--- config.mk ---
export PLATFORM = sky130hd
export DESIGN_NAME = mask_tx
export DESIGN_NICKNAME = d
export VERILOG_FILES = /design/src/rtl/mask_tx.sv
export SDC_FILE = /design/constraint.sdc
export NUM_CORES = 1
export LEC_CHECK = 0
export ABC_AREA = 1
export CAP_MARGIN = 10
export CORE_MARGIN = 3
export CORE_UTILIZATION = 55
export CTS_CLUSTER_DIAMETER = 40
export DETAILED_ROUTE_END_ITERATION = 16
export PLACE_DENSITY = 0.8
export SYNTH_ARGS = -nofsm -noshare
export SYNTH_HDL_FRONTEND = slang
export SYNTH_SLANG_ARGS = --single-unit
--- constraint.sdc ---
create_clock -name sys_clk -period 4.8 [get_ports sys_clk]
set_input_delay 0.72 -clock sys_clk [delete_from_list [all_inputs] [get_ports sys_clk]]
set_output_delay 0.72 -clock sys_clk [all_outputs]
set_load 0.02 [all_outputs]
--- src/rtl/mask_tx.sv ---
// mask_tx -- M-ary ASK transmitter.
//
// Takes DATA_W-bit words over a valid/ready handshake. Each word is split
// MSB-first into BPS-bit unsigned symbols, and each symbol is held for SPS
// samples. Every sample is a continuous-phase DDS sine carrier scaled by
// s / 2^BPS, where s is the symbol value.
//
// Ports
//   sys_clk     in   1        clock
//   sys_rst_n   in   1        asynchronous active-low reset
//   data_in     in   DATA_W   word to transmit
//   data_valid  in   1        data_in is valid
//   data_ready  out  1        a word is accepted on this cycle when data_valid is high
//   fcw         in   PHASE_W  carrier frequency control word, applied every cycle
//   mod_out     out  OUT_W    signed modulated sample (0 when mod_valid is low)
//   mod_valid   out  1        mod_out carries a live sample
//   sym_strobe  out  1        high on sample 0 of every symbol
//   busy        out  1        word in flight or output pipeline not empty
//   dbg_state   out  1        FSM state (0 = IDLE, 1 = RUN)
//
// Handshake: a word transfers on any rising edge where data_valid and
// data_ready are both high. data_ready is combinational from the FSM only
// (it never depends on data_valid). It is high in IDLE and on the last
// sample cycle of the last symbol, so back-to-back words run with no gap.
// data_valid is ignored whenever data_ready is low.
module mask_tx #(
  parameter int DATA_W  = 16,
  parameter int BPS     = 2,
  parameter int SPS     = 64,
  parameter int OUT_W   = 16,
  parameter int PHASE_W = 32,
  parameter int LUT_AW  = 8
) (
  input  logic                    sys_clk,
  input  logic                    sys_rst_n,
  input  logic [DATA_W-1:0]       data_in,
  input  logic                    data_valid,
  output logic                    data_ready,
  input  logic [PHASE_W-1:0]      fcw,
  output logic signed [OUT_W-1:0] mod_out,
  output logic                    mod_valid,
  output logic                    sym_strobe,
  output logic                    busy,
  output logic                    dbg_state
);

  localparam int NSYM   = DATA_W / BPS;
  localparam int SAMP_W = (SPS > 1) ? $clog2(SPS) : 1;
  localparam int SYM_W  = (NSYM > 1) ? $clog2(NSYM) : 1;
  localparam int PW     = OUT_W + BPS + 1;
  localparam int LUT_N  = 2 ** LUT_AW;

  typedef enum logic {S_IDLE = 1'b0, S_RUN = 1'b1} state_t;

  state_t                    r_state;
  state_t                    w_state_nxt;
  logic                      w_load;
  logic                      w_last;
  logic                      w_ready;

  logic [PHASE_W-1:0]        r_phase;
  logic [LUT_AW-1:0]         w_rom_addr;
  logic [DATA_W-1:0]         r_shift;
  logic [SAMP_W-1:0]         r_samp_cnt;
  logic [SYM_W-1:0]          r_sym_cnt;

  logic signed [OUT_W-1:0]   w_rom [LUT_N];

  logic signed [OUT_W-1:0]   r_s1_rom;
  logic [BPS-1:0]            r_s1_sym;
  logic                      r_s1_valid;
  logic                      r_s1_strobe;

  logic signed [PW-1:0]      w_rom_ext;
  logic signed [PW-1:0]      w_sym_ext;
  logic signed [PW-1:0]      w_prod;
  logic signed [OUT_W-1:0]   w_sample;
  logic                      w_unused;

  logic signed [OUT_W-1:0]   r_s2_out;
  logic                      r_s2_valid;
  logic                      r_s2_strobe;

  // Full-wave sine table, elaborated from constants: one rounded entry per
  // address (round half away from zero).
  for (genvar g = 0; g < LUT_N; g++) begin : g_rom
    localparam real ANG = 2.0 * 3.14159265358979323846 * real'(g) / real'(LUT_N);
    localparam real AMP = real'(2 ** (OUT_W - 1) - 1) * $sin(ANG);
    localparam int  VAL = (AMP >= 0.0) ? $rtoi(AMP + 0.5) : -$rtoi(0.5 - AMP);
    assign w_rom[g] = VAL[OUT_W-1:0];
  end

  // Phase accumulator: free-running, never realigned to words or symbols,
  // so the carrier stays continuous across every boundary.
  always_ff @(posedge sys_clk or negedge sys_rst_n) begin
    if (!sys_rst_n) begin
      r_phase <= '0;
    end else begin
      r_phase <= r_phase + fcw;
    end
  end

  assign w_rom_addr = r_phase[PHASE_W-1 -: LUT_AW];

  // FSM state register.
  always_ff @(posedge sys_clk or negedge sys_rst_n) begin
    if (!sys_rst_n) begin
      r_state <= S_IDLE;
    end else begin
      r_state <= w_state_nxt;
    end
  end

  // FSM next-state and handshake logic.
  always_comb begin
    w_state_nxt = r_state;
    w_ready     = 1'b0;
    w_load      = 1'b0;
    w_last      = (r_state == S_RUN) &&
                  (r_samp_cnt == SAMP_W'(SPS - 1)) &&
                  (r_sym_cnt == SYM_W'(NSYM - 1));
    case (r_state)
      S_IDLE: begin
        w_ready = 1'b1;
        if (data_valid) begin
          w_load      = 1'b1;
          w_state_nxt = S_RUN;
        end
      end
      S_RUN: begin
        if (w_last) begin
          w_ready = 1'b1;
          if (data_valid) begin
            w_load = 1'b1;
          end else begin
            w_state_nxt = S_IDLE;
          end
        end
      end
      default: begin
        w_state_nxt = S_IDLE;
      end
    endcase
  end

  assign data_ready = w_ready;
  assign dbg_state  = r_state;

  // Word shift register and symbol/sample counters.
  always_ff @(posedge sys_clk or negedge sys_rst_n) begin
    if (!sys_rst_n) begin
      r_shift    <= '0;
      r_samp_cnt <= '0;
      r_sym_cnt  <= '0;
    end else if (w_load) begin
      r_shift    <= data_in;
      r_samp_cnt <= '0;
      r_sym_cnt  <= '0;
    end else if (r_state == S_RUN) begin
      if (r_samp_cnt == SAMP_W'(SPS - 1)) begin
        r_samp_cnt <= '0;
        r_shift    <= r_shift << BPS;
        // Park the symbol counter at 0 when the word finishes so IDLE
        // always starts from a clean count.
        if (w_last) begin
          r_sym_cnt <= '0;
        end else begin
          r_sym_cnt <= r_sym_cnt + 1'b1;
        end
      end else begin
        r_samp_cnt <= r_samp_cnt + 1'b1;
      end
    end
  end

  // Stage 1: ROM lookup and the symbol that goes with this sample.
  always_ff @(posedge sys_clk or negedge sys_rst_n) begin
    if (!sys_rst_n) begin
      r_s1_rom    <= '0;
      r_s1_sym    <= '0;
      r_s1_valid  <= 1'b0;
      r_s1_strobe <= 1'b0;
    end else begin
      r_s1_rom    <= w_rom[w_rom_addr];
      r_s1_valid  <= (r_state == S_RUN);
      r_s1_strobe <= (r_state == S_RUN) && (r_samp_cnt == '0);
      r_s1_sym    <= (r_state == S_RUN) ? r_shift[DATA_W-1 -: BPS] : '0;
    end
  end

  // Signed product with the symbol zero-extended as a positive value. The
  // arithmetic shift right by BPS is a bit-select of the product, which
  // rounds toward minus infinity. |s| < 2^BPS, so the result always fits
  // in OUT_W bits.
  assign w_rom_ext = {{(BPS + 1){r_s1_rom[OUT_W-1]}}, r_s1_rom};
  assign w_sym_ext = {{(OUT_W + 1){1'b0}}, r_s1_sym};
  assign w_prod    = w_rom_ext * w_sym_ext;
  assign w_sample  = w_prod[BPS +: OUT_W];
  assign w_unused  = ^{w_prod[PW-1], w_prod[BPS-1:0]};

  // Stage 2: output register. Dead cycles are forced to 0.
  always_ff @(posedge sys_clk or negedge sys_rst_n) begin
    if (!sys_rst_n) begin
      r_s2_out    <= '0;
      r_s2_valid  <= 1'b0;
      r_s2_strobe <= 1'b0;
    end else begin
      r_s2_out    <= r_s1_valid ? w_sample : '0;
      r_s2_valid  <= r_s1_valid;
      r_s2_strobe <= r_s1_strobe;
    end
  end

  assign mod_out    = r_s2_out;
  assign mod_valid  = r_s2_valid;
  assign sym_strobe = r_s2_strobe;
  assign busy       = (r_state == S_RUN) | r_s1_valid | r_s2_valid;

endmodule

==> results.toml, run 1 <==
[outcome]
status = "completed"

[die]
design.die.area_sq_mm = 0.0209
core.rowCount = 50
boundaryPins = 72
placeableCoreArea_sq_mm = 0.0188
initial_util_pct = 56.3
fp.dieH_um = 145
fp.dieW_um = 145

[yosys]
post_synth_instance_area_sq_mm = 0.0106
synthTopCellsByArea = "sky130_fd_sc_hd__nand2_1, sky130_fd_sc_hd__dfrtp_1, sky130_fd_sc_hd__ha_1"
postSynth.asyncResetShare_pct = 100
synthFlopType = "sky130_fd_sc_hd__dfrtp_1"
synthesis.yosys.warnings = 0
synth_enable_flop_cells = 0
synth.top_cell.area_share_pct = 24.9
synthesis.instances = 1816
postSynthNetCount = 1952
avgSynthCellArea_sq_um = 5.82
synth_cell_type_count = 41
netlist.top_cell.by_area = "sky130_fd_sc_hd__nand2_1"
ys_seq_area_share_pct = 22.7
synth-seq-cells = 96

[detailed_routing]
route.final.wire_length_um = 43200
drt-vias-per-instance = 6.15
post_drt_wl_per_cell_um = 20.7
antenna_violating_nets_post_route = 0
vias = 12800
drtPass1Iterations = 7
remaining_drc_errors = 0
detail_route.iter0.violations = 1750

[clocking]
worst_setup_hold_path_clk_slew_ns = 0.07
cts_tree = "built"
clk_root_buffer_cell = "sky130_fd_sc_hd__clkbuf_16"
cts_hold_buffers = 0
post_cts_setup_buffer_count = 0
post_cts_resize_count = 0
clock_sinks = 96
clock_tree.buffer_depth = 2
cts_buffers = 9
clk_latency_ns = 0.37
htree_num_levels = 3

[sta]
layout_worst_path_cycle_share_pct = 60.9
timing.slew.headroom_pct = 36.7
tightestPinTransition_ns = 0.948
timing.final.hold_violations = 0
drv_slew = 0
final.min_clock_period_ns = 2.92
setup_repair_after_global_routing_missed_its_margin = "no"
finalSetupViolCount = 0
timing.clock.skew_ns = 0.0145
setup_total_negative_slack_ns = 0
peak_freq_ghz = 0.342

[worst_setup_path]
critical-path-slowest-cell = "sky130_fd_sc_hd__clkdlybuf4s50_1"
path_class = "reg -> out"
cp_num_buf_inv = 1
worst-endpoint-required_ns = 4.08
path_max_fanout = 5
cpPeakStageDelay_ns = 0.63
crit_path_end_kind = "output port"
cp_common_cell = "sky130_fd_sc_hd__nand3_1"
crit_chain = "ha_1, nand3_1, nor2_2, nand3_1, nand2_2, clkdlybuf4s50_1"
critPathArrivalTime_ns = 2.20
critPathTopFamily = "buffers and inverters"
crit_path_start_kind = "flop"

[grt]
grt.met3_usage_pct = 12.5
wire_length_of_the_first_global_routing_pass_um = 66400
groute.layer.met1.usage_pct = 51.4
vias_in_the_first_global_route = 12200
globalRoute.busiestLayer = "met2"
globalRouteOverflowTotal = 0
pin_count_of_the_biggest_net_entering_global_routing = 64
grt_use_total_pct = 41.5
use_met2_pct = 62.5
antenna_violations_before_repair = 0

[cells_and_area]
layout_commonest_cell = "sky130_fd_sc_hd__nand2_1"
antennaDiodeCount = 0
final_nets = 1987
layout-area-overhead-vs-synth_pct = 10.6
share_of_cells_above_drive_strength_1_pct = 3.61
layout.cells.most_common_list = "sky130_fd_sc_hd__nand2_1, sky130_fd_sc_hd__inv_1, sky130_fd_sc_hd__nand3_1"

[hold_path]
min_path_type = "reg -> reg"

[placement]
hpwlAfterDp_um = 31600
port_buffers = 71
gp_congestion = 1.10

[run]
maxCapViolCount = 0

[power]
leakagePower_nw = 6.57
power.density_cell_area_mw_per_mm2 = 819
irDropWorstVdd_uv = 388
report.power.total_mw = 9.58
report_power, final:
part | internal [mW] | switching (mW) | total (mW)
logic | 2.09 | 5.38 | 7.47
registers | 1.12 | 0.177 | 1.30
clock network | 0.432 | 0.374 | 0.806
registers in the layout, summed over array words and instances (netlist names):
signal / count
r_sym_cnt: 3
r_phase: 32
r_s1_rom: 16
mod_out: 16
r_s1_sym: 2
r_s1_strobe: 1
r_s1_valid: 1
dbg_state: 1
r_samp_cnt: 6
r_shift: 16
mod_valid: 1
sym_strobe: 1
per-layer routing:
layer  share of wire (%)  up-vias
met3                  14      239
met1                  36     5727
met4                 7.5        0
li1                    -     5870
met2                  43     1010
met5                   0        -
cell type report:
cell class	count	area, sq um
Multi-Input combinational cell	1455	7070
Sequential cell	96	2400
Inverter	201	756
Fill cell	1798	7070
Timing Repair Buffer	88	848
Clock inverter	6	83.8
Tap cell	234	293
Clock buffer	10	239
cells by family after synthesis:
kind of cell             count (synthesis)  share of synthesized area [%]
AND/OR/NAND/NOR                       1111                           43.1
buffers and inverters                  265                           10.4
AO/OA/AOI/OAI                          241                           12.1
flip-flops                              96                           22.7
adder cells (fa/ha/maj)                 85                           10.2
XOR/XNOR                                18                           1.49
final timing paths:
check                              start             to  slack, ns  depth (start not counted)
max                        r_samp_cnt[0]     data_ready       1.88                          6
min                          r_s1_strobe     sym_strobe       0.37                          0
max reg2reg                  r_phase[24]    r_s1_rom[8]       1.92                         13
min reg2reg                  r_s1_strobe     sym_strobe       0.37                          0
max in group asynchronous      sys_rst_n  r_samp_cnt[2]       3.30                          2
min in group asynchronous      sys_rst_n    mod_out[14]       0.46                          1
Yosys cell counts (7+ instances only):
cell,count
sky130_fd_sc_hd__a21oi_1,118
sky130_fd_sc_hd__buf_1,8
sky130_fd_sc_hd__buf_2,33
sky130_fd_sc_hd__buf_4,8
sky130_fd_sc_hd__clkbuf_1,11
sky130_fd_sc_hd__dfrtp_1,96
sky130_fd_sc_hd__ha_1,83
sky130_fd_sc_hd__inv_1,192
sky130_fd_sc_hd__inv_2,7
sky130_fd_sc_hd__nand2_1,701
sky130_fd_sc_hd__nand2_2,8
sky130_fd_sc_hd__nand3_1,180
sky130_fd_sc_hd__nand3b_1,8
sky130_fd_sc_hd__nand4_1,14
sky130_fd_sc_hd__nor2_1,170
sky130_fd_sc_hd__nor2_2,8
sky130_fd_sc_hd__nor3_1,11
sky130_fd_sc_hd__o21ai_0,85
sky130_fd_sc_hd__o21ai_1,7
sky130_fd_sc_hd__o21bai_1,8
sky130_fd_sc_hd__xor2_1,15
per-stage QoR:
step | hold slack [ns] | setup slack [ns] | instance area (sq um) | cells | utilization (%)
global placement | 0.333 | 2.08 | 11400 | 2074 | 60.6
global route | 0.380 | 1.73 | 11700 | 2090 | 62.3
detailed placement | 0.350 | 2.04 | 11400 | 2074 | 60.6
CTS | 0.375 | 1.89 | 11700 | 2090 | 62.3
finish | 0.374 | 1.88 | 11700 | 2090 | 62.3
floorplan | 0.331 | 2.63 | 10600 | 1816 | -
No activity file was read; power rests on OpenSTA's default activity.
==> inputs of run 2 (changes only) <==
Settings changed: PLACE_DENSITY 0.8 to 0.83.
Clock period 4.8 ns to 2.4 ns, I/O delays scaled along.
==> results.toml, run 2 (synthesis gave the netlist of run 1 again) <==
[power]
irDropWorstVdd_uv = 724
swShare_pct = 60.2
seqPwrFrac_pct = 13.1
leakagePower_nw = 6.88
power.share.clock_pct = 7.6
power.density_cell_area_mw_per_mm2 = 1650
power_switching_mw = 12.3
power.combinational.fraction_pct = 79.2
p_int_mw = 8.10

[cells_and_area]
number_of_flip_flops_in_the_largest_register = 32
layoutNonFillerInstCount = 2150
layout-area-overhead-vs-synth_pct = 16.5
layout_commonest_cell = "sky130_fd_sc_hd__nand2_1"
share_of_cells_above_drive_strength_1_pct = 7.36
antennaDiodeCount = 0
final_nets = 2047
layout.cells.most_common_list = "sky130_fd_sc_hd__nand2_1, sky130_fd_sc_hd__inv_1, sky130_fd_sc_hd__nand3_1"
max_flop_register = "r_phase"
layout.filler_cells = 1777

[grt]
vias_in_the_first_global_route = 12600
pin_count_of_the_biggest_net_entering_global_routing = 51
globalRouteOverflowTotal = 0
grt_use_total_pct = 42.5
antenna_violations_before_repair = 0
wire_length_of_the_first_global_routing_pass_um = 67500

[sta]
timing.slew.headroom_pct = 54.6
final.min_clock_period_ns = 2.33
setup_repair_after_global_routing_missed_its_margin = "no"
drv_slew = 0
timing.clock.skew_ns = 0.0156
peak_freq_ghz = 0.429
timing.final.hold_violations = 0
finalSetupViolCount = 0
tightestPinTransition_ns = 0.681
layout_worst_path_cycle_share_pct = 97.1
setup_total_negative_slack_ns = 0

[die]
initial_util_pct = 56.3
placeableCoreArea_sq_mm = 0.0188
fp.dieW_um = 145
fp.dieH_um = 145
core.rowCount = 50
boundaryPins = 72
design.die.area_sq_mm = 0.0209

[worst_setup_path]
cp_common_cell = "sky130_fd_sc_hd__nand2_1"
critical-path-slowest-cell = "sky130_fd_sc_hd__dfrtp_2"
path_class = "reg -> reg"
crit_path_start_kind = "flop"
cpPeakStageDelay_ns = 0.46
worst-endpoint-required_ns = 2.65
crit_path_end_kind = "flop"
critPathArrivalTime_ns = 2.58
crit_chain = "nand2_1, inv_1, ha_1, ha_1, inv_1, fa_2, nand3b_1, nand2_2, buf_4, nand4_1, nand3_1, nand2_1, nand2_1, nor2_1"
path_max_fanout = 4

[hold_path]
min_path_type = "in -> async"

[detailed_routing]
vias = 13200
post_drt_wl_per_cell_um = 20.8
remaining_drc_errors = 0
route.final.wire_length_um = 44700
detail_route.iter0.violations = 1667
drtPass1Iterations = 9
antenna_violating_nets_post_route = 0
drt-vias-per-instance = 6.12

[clocking]
worst_setup_hold_path_clk_slew_ns = 0.08
clk_root_buffer_cell = "sky130_fd_sc_hd__clkbuf_16"
clk_latency_ns = 0.36
cts_tree = "built"
htree_num_levels = 3
clock_sinks = 96
post_cts_setup_buffer_count = 0
cts_buffers = 9
clock_tree.buffer_depth = 2

[placement]
port_buffers = 71
placed_cells = 2134
gp_congestion = 1.18
hpwlAfterDp_um = 33300

[outcome]
status = "completed"

[run]
maxCapViolCount = 0
[run 2: per-layer routing]
metal / wire length, um / up-vias / global-route usage, %
li1: - / 5996 / -
met1: 16400 / 5953 / 52.3
met2: 19100 / 946 / 64.7
met3: 5860 / 255 / 13.7
met4: 3400 / 0 / 26.0
met5: 0 / - / 0
[run 2: layout make-up]
cell class,count,area (sq um),area share (%)
flip-flops and latches,96,2410,19.5
inverters,201,756,6.14
clock buffers,10,229,1.86
well taps,234,293,2.38
repair buffers,148,1420,11.5
multi-input cells,1455,7140,58.0
clock inverters,6,73.8,0.599
[run 2: worst paths after layout]
check / from / end / slack (ns) / depth (start not counted)
worst min register to register: r_s1_strobe / sym_strobe / 0.38 / 0
worst min-delay path: sys_rst_n / r_s1_rom[2] / 0.01 / 1
worst max-delay path: r_s1_rom[2] / mod_out[12] / 0.07 / 14
worst max register to register: r_s1_rom[2] / mod_out[12] / 0.07 / 14
min in group sys_clk: r_s1_strobe / sym_strobe / 0.38 / 0
max in group asynchronous: sys_rst_n / mod_out[8] / 1.64 / 2
[run 2: power by group through the flow]
stage	Sequential, mW	Combinational [mW]	Clock (mW)
6_report	2.68	16.1	1.55
5_1_grt	2.72	17.2	1.61
4_1_cts	2.66	15.1	1.55
3_5_place_dp	2.68	15.0	0
3_3_place_gp	2.67	15.0	0
2_1_floorplan	2.68	9.46	0
[run 2: what timing repair did]
item                       CTS  global route
hold buffers                 0             0
setup endpoints to repair    2            15
gates resized for setup      2            19
[run 2: critical path, delay by kind of cell, from the launching register on]
| kind | cells | cell delay (ns) |
|---|---|---|
| fa+ha+maj | 3 | 0.80 |
| buf+inv | 3 | 0.24 |
| flops | 1 | 0.46 |
| simple gates | 8 | 0.70 |
[run 2: through the flow]
step	util [%]	instance area [sq um]	total power [mW]	setup slack, ns	hold WS (ns)
floorplan	-	10600	12.1	0.226	0.0644
detailed placement	63.6	11900	17.7	0.0184	0.371
global route	65.6	12300	21.6	0.00423	0.0499
CTS	65.2	12200	19.3	0.0204	0.0534
global placement	63.6	11900	17.6	0.0373	0.357
finish	65.6	12300	20.4	0.0686	0.0125
